**src/rtl/cmp_pkg.sv**
```systemverilog
// Shared definitions for the condition-code register: flag bit positions
// and jump-condition encodings.
package cmp_pkg;

    localparam int FLAG_W = 4;

    // Flag bit positions within the flag word.
    localparam int FLAG_Z = 0;
    localparam int FLAG_N = 1;
    localparam int FLAG_C = 2;
    localparam int FLAG_V = 3;

    // Jump-condition encodings carried on jmp_cond.
    typedef enum logic [1:0] {
        JC_Z      = 2'b00,
        JC_N      = 2'b01,
        JC_C      = 2'b10,
        JC_ALWAYS = 2'b11
    } jmp_cond_e;

endpackage : cmp_pkg

```
**src/rtl/flag_stack.sv**
```systemverilog
// LIFO shadow stack holding saved flag words across nested interrupts.
// A pop takes precedence over a push in the same cycle; pushes to a full
// stack and pops from an empty stack are ignored.
module flag_stack #(
    parameter int DEPTH = 4,
    parameter int W     = 4,
    localparam int CW   = $clog2(DEPTH + 1),
    localparam int AW   = (DEPTH > 1) ? $clog2(DEPTH) : 1
) (
    input  logic          clk,
    input  logic          rst_n,
    input  logic          push,
    input  logic          pop,
    input  logic [W-1:0]  push_data,
    output logic [W-1:0]  top_data,
    output logic [CW-1:0] count,
    output logic          full,
    output logic          empty
);

    logic [W-1:0]  mem [DEPTH];
    logic [CW-1:0] count_q;
    logic [CW-1:0] count_m1;
    logic [AW-1:0] wr_idx;
    logic [AW-1:0] rd_idx;
    logic          pop_ok;
    logic          push_ok;

    assign full     = (count_q == CW'(DEPTH));
    assign empty    = (count_q == '0);
    assign pop_ok   = pop && !empty;
    assign push_ok  = push && !full && !pop_ok;
    assign count_m1 = count_q - CW'(1);
    assign wr_idx   = count_q[AW-1:0];
    assign rd_idx   = count_m1[AW-1:0];
    assign top_data = mem[rd_idx];
    assign count    = count_q;

    // Occupancy counter: up on push, down on pop.
    always_ff @(posedge clk or negedge rst_n) begin
        // NOTE: sequential state uses non-blocking assignments so every flop samples pre-edge values.
        if (!rst_n) begin
            count_q <= '0;
        end else if (pop_ok) begin
            count_q <= count_m1;
        end else if (push_ok) begin
            count_q <= count_q + CW'(1);
        end
    end

    // Entry storage written at the current top on a push.
    always_ff @(posedge clk) begin
        // NOTE: storage is deliberately not reset; entries above count are never read, so a reset would only add logic.
        if (push_ok) begin
            mem[wr_idx] <= push_data;
        end
    end

endmodule : flag_stack

```
**src/rtl/ccr_unit.sv**
```systemverilog
// Condition-code register for the execute stage: holds the ALU flags,
// evaluates conditional jumps, and saves/restores flags across interrupts.
module ccr_unit
    import cmp_pkg::*;
#(
    parameter int DEPTH  = 4,
    parameter int FLAG_W = cmp_pkg::FLAG_W
) (
    input  logic                         clk,
    input  logic                         rst_n,
    input  logic [FLAG_W-1:0]            alu_flags,
    input  logic                         alu_we,
    input  logic [FLAG_W-1:0]            flag_mask,
    input  logic                         setc,
    input  logic                         clrc,
    input  logic                         jmp_valid,
    input  logic [1:0]                   jmp_cond,
    input  logic                         int_save,
    input  logic                         int_restore,
    output logic [FLAG_W-1:0]            flags_out,
    output logic                         jmp_taken,
    output logic [$clog2(DEPTH+1)-1:0]   stack_cnt,
    output logic                         stack_ovf,
    output logic                         stack_unf
);

    logic [FLAG_W-1:0] flags_q;
    logic [FLAG_W-1:0] flags_d;
    logic [FLAG_W-1:0] tested_bit;
    logic [FLAG_W-1:0] pop_data;
    logic              cond_hit;
    logic              st_full;
    logic              st_empty;
    logic              do_pop;
    logic              do_push;
    logic              ovf_q;
    logic              unf_q;

    // A restore wins over a simultaneous save; the save is silently dropped.
    assign do_pop  = int_restore && !st_empty;
    assign do_push = int_save && !int_restore;

    flag_stack #(
        .DEPTH (DEPTH),
        .W     (FLAG_W)
    ) u_stack (
        .clk       (clk),
        .rst_n     (rst_n),
        .push      (do_push),
        .pop       (do_pop),
        .push_data (flags_q),
        .top_data  (pop_data),
        .count     (stack_cnt),
        .full      (st_full),
        .empty     (st_empty)
    );

    // Jump decision from the registered flags, plus the bit a taken jump clears.
    always_comb begin
        // NOTE: every combinational output gets a default first so no path leaves it unassigned (no latch).
        cond_hit   = 1'b0;
        tested_bit = '0;
        unique case (jmp_cond_e'(jmp_cond))
            JC_Z: begin
                cond_hit           = flags_q[FLAG_Z];
                tested_bit[FLAG_Z] = 1'b1;
            end
            JC_N: begin
                cond_hit           = flags_q[FLAG_N];
                tested_bit[FLAG_N] = 1'b1;
            end
            JC_C: begin
                cond_hit           = flags_q[FLAG_C];
                tested_bit[FLAG_C] = 1'b1;
            end
            JC_ALWAYS: begin
                cond_hit = 1'b1;
            end
            default: ;
        endcase
        jmp_taken = jmp_valid && cond_hit;
    end

    // Next-flag priority chain, later steps override earlier ones.
    always_comb begin
        flags_d = flags_q;
        if (alu_we) begin
            flags_d = (flags_d & ~flag_mask) | (alu_flags & flag_mask);
        end
        if (jmp_taken) begin
            flags_d = flags_d & ~tested_bit;
        end
        if (setc) begin
            flags_d[FLAG_C] = 1'b1;
        end
        if (clrc) begin
            flags_d[FLAG_C] = 1'b0;
        end
        if (do_pop) begin
            flags_d = pop_data;
        end
    end

    // Flag register and sticky stack error flags.
    always_ff @(posedge clk or negedge rst_n) begin
        if (!rst_n) begin
            flags_q <= '0;
            ovf_q   <= 1'b0;
            unf_q   <= 1'b0;
        end else begin
            flags_q <= flags_d;
            if (do_push && st_full) begin
                ovf_q <= 1'b1;
            end
            if (int_restore && st_empty) begin
                unf_q <= 1'b1;
            end
        end
    end

    assign flags_out = flags_q;
    assign stack_ovf = ovf_q;
    assign stack_unf = unf_q;

endmodule : ccr_unit

```
**config.mk**
```make
export PLATFORM = sky130hd
export DESIGN_NAME = ccr_unit
export DESIGN_NICKNAME = d
export VERILOG_FILES = /design/src/rtl/cmp_pkg.sv /design/src/rtl/flag_stack.sv /design/src/rtl/ccr_unit.sv
export SDC_FILE = /design/constraint.sdc
export NUM_CORES = 1
export LEC_CHECK = 0
export ABC_AREA = 1
export BUFFER_PORTS_ARGS = -buffer_cell sky130_fd_sc_hd__buf_2
export CAP_MARGIN = 20
export CELL_PAD_IN_SITES_DETAIL_PLACEMENT = 1
export CELL_PAD_IN_SITES_GLOBAL_PLACEMENT = 1
export CORE_MARGIN = 2
export CORE_UTILIZATION = 40
export CTS_BUF_LIST = sky130_fd_sc_hd__clkbuf_16
export CTS_CLUSTER_SIZE = 40
export DETAILED_ROUTE_END_ITERATION = 8
export GPL_TIMING_DRIVEN = 0
export PLACE_DENSITY = 0.89
export SLEW_MARGIN = 20
export SYNTH_ARGS = -nofsm -noshare
export SYNTH_HDL_FRONTEND = slang
export SYNTH_SLANG_ARGS = --single-unit
export TNS_END_PERCENT = 50
```
**constraint.sdc**
```tcl
create_clock -name clk -period 2.4 [get_ports clk]
set_input_delay 0.12 -clock clk [delete_from_list [all_inputs] [get_ports clk]]
set_output_delay 0.12 -clock clk [all_outputs]
set_load 0.1 [all_outputs]
```
==> key figures <==
Setup path
  – Crit path max fanout: 10
  – Crit Path Category: flop to flop
  – Worst reg-to-reg setup slack: 350 ps
  – Register-to-Register Path Depth: 6
  – Worst R2R End: u_stack.mem[0][1]
  – Reg2reg start: u_stack.count[0]
  – Setup crit end kind: flop
  – Crit path launch type: flop
  – Crit path DAT: 1960 ps
  – Crit path required time: 2310 ps

Synth
  – Sequential element share of the synthesized area: 0.5557
  – Post-Synthesis Cells: 130
  – Top post-synthesis cells by area: edfxtp_1 (38%), dfrtp_1 (18%), nand2_1 (8.3%), ha_1 (5.9%), inv_1 (4.1%)
  – Post-Syn Nets: 154
  – Cell Area, Synth: between 1000 and 1500 um^2
  – Mean Syn Cell Area: between 9 and 10 um^2
  – Ys Warns: 0
  – Top cell type's share of synthesized area: 0.3783
  – #FFs+latches synth: 25
  – Netlist cell types: 24
  – Area leader, netlist: edfxtp_1

STA
  – Fin crit period: 2048 ps
  – Clock skew: 4.954 ps
  – Final Cycle Share: 0.8535
  – Slew Limit Fails: 0
  – Setup-failing EPs final: 0
  – Total negative setup slack: 0 ps
  – RSZ-0062 raised after global routing: no
  – Max frequency: 488.2 MHz
  – Worst slew pin tran: 490.7 ps
  – Final hold violations: 0
  – Slew margin rel.: 0.6751
  – Post-route worst setup slack: 351.6 ps

Floorplan
  – Cell Rows: 20
  – I/O Pins: 28
  – Starting Density: 0.4194
  – Core area: 3028 um^2
  – Die area: 3642 um^2
  – Die width: 60.35 um
  – Die Y: between 60 and 70 um

Route
  – Wirelength, routed: 2991 um
  – Vias per cell: 4.947
  – DRT iter0 DRCs: 30
  – Vias post-DR: 1019
  – Routed WL per cell: 14.52 um
  – ANT nets after route: 0
  – Pre-antenna DRT Iters: 4
  – DRC: 0

Place
  – Placed insts: 201
  – Place WS: 358.9 ps
  – GP Congestion: 0.7717
  – Detail Placement HPWL: 2409 um
  – Port buffer count: 27

Global route
  – Global-route usage over all layers: 0.1871
  – First-pass GRT wire length: 4878 um
  – Vias in the first global route: between 1000 and 1500
  – Remaining Overflow, GRT: 0
  – Largest net degree at the start of global routing: 16
  – Initial antenna violation count: 0

Min path
  – Worst min path class: input pin to flop
  – Hold path start: int_restore
  – Hold Path Sink: stack_unf
  – Hold path depth: 2

Cells and area
  – Area of the multi-input gates: 490.5 um^2
  – Util after Layout: 0.5132
  – Layout fillers: 344
  – FF/Latch Area: slightly above 700 um^2
  – Cell Count, Final, Fillers Out: between 200 and 250
  – Synth-to-Final Area Change: 22.36%
  – ANT cells: 0
  – Share of layout cells above drive strength 1: 0.2963
  – Final net count: about 190

Run status
  – Status: complete, no violations

Clocking
  – Clk slew on worst S/H paths: ~60 ps
  – H-tree levels: 1
  – Num CTS Buffers: 3
  – Buffer depth of the longest clock path: 2
  – Skew-Pair Late Insertion Delay: 260 ps
  – Clock sinks: 25
  – Root Driver: clkbuf_16
  – CTS tree: built

Job
  – MaxCap Viol Count: 0
## cells by family after synthesis
family,count (synthesis),synth area share
xor+xnor,1,0.006898
fa+ha+maj,6,0.05911
buf+inv,18,0.05814
simple gates,60,0.2325
compound gates,20,0.08769
flops,25,0.5557
## sequential cells by signal, summed over array words and instances (netlist names)
register,cells
stack_unf,1
flags_out,4
stack_ovf,1
u_stack.count,3
u_stack.mem,16
## layer usage
layer  wire length, um  global-route usage  part of all wire
met5                 0                   0                 0
met4               110              0.1238             0.037
met3               103            0.008529             0.034
met2              1530              0.3292              0.51
met1              1246              0.2216              0.42
## metrics by stage
stage          instance area [um^2]  hold WS [ps]
6_report                       1554         90.28
5_1_grt                        1554         98.26
4_1_cts                        1554         92.20
3_5_place_dp                   1461        -13.22
3_3_place_gp                   1461        -14.04
2_1_floorplan                  1271        -175.6
## area by class of cell
cell class                      count  share of cell area
Buffer                              1            0.004831
Inverter                           17             0.04267
Tap cell                           44             0.03543
Clock buffer                        3             0.04831
Timing Repair Buffer               28             0.09340
Multi-Input combinational cell     87              0.3156
Sequential cell                    25              0.4549
Clock inverter                      1            0.004831
## cells in the mapped netlist (all sizes together)
| master | n |
|---|---|
| a21o | 1 |
| a21oi | 6 |
| a31o | 1 |
| a31oi | 1 |
| buf | 1 |
| dfrtp | 9 |
| edfxtp | 16 |
| ha | 6 |
| inv | 17 |
| nand2 | 32 |
| nand3 | 7 |
| nand3b | 1 |
| nor2 | 17 |
| nor3 | 2 |
| nor4 | 1 |
| o21ai | 9 |
| o22ai | 2 |
| xor2 | 1 |
## worst max path at each step
stage	cells after the start	slack (ps)	from	end
detailed placement	6	360	u_stack.count[0]	u_stack.mem[2][2]
finish	6	350	u_stack.count[0]	u_stack.mem[0][1]
floorplan	5	110	u_stack.count[1]	u_stack.mem[0][0]
global placement	6	390	u_stack.count[0]	u_stack.mem[1][1]
CTS	6	330	u_stack.count[0]	u_stack.mem[2][2]
global route	6	220	u_stack.count[0]	u_stack.mem[2][2]
## layout by cell type (no fill, tap or decap), types with 2 or more instances in the layout
cell type / synthesis / layout
buf_2: 0 / 27
a21oi_1: 6 / 6
ha_1: 6 / 6
nand3_1: 6 / 6
inv_1: 14 / 14
clkbuf_16: 0 / 3
nor2_1: 13 / 13
nand2_1: 28 / 28
dfrtp_1: 9 / 8
nor2_4: 3 / 3
nand2_2: 4 / 4
o22ai_1: 2 / 2
inv_2: 2 / 2
o21ai_0: 9 / 9
nor3_1: 2 / 2
edfxtp_1: 16 / 16
## worst max-delay path, stage by stage, from the launching register on
cell	delay, ps
dfrtp_2	380
buf_4	180
inv_2	100
ha_1	260
ha_1	210
nand3b_4	200
nor2_1	360
## repair_timing
action	in CTS	in global routing
hold endpoints to repair	9	0
buffers inserted	0	0
hold buffers	1	0
resized for setup	0	0
Power is not shown: default switching activity piles up to over one toggle a cycle in this logic, so the estimate is an artifact.
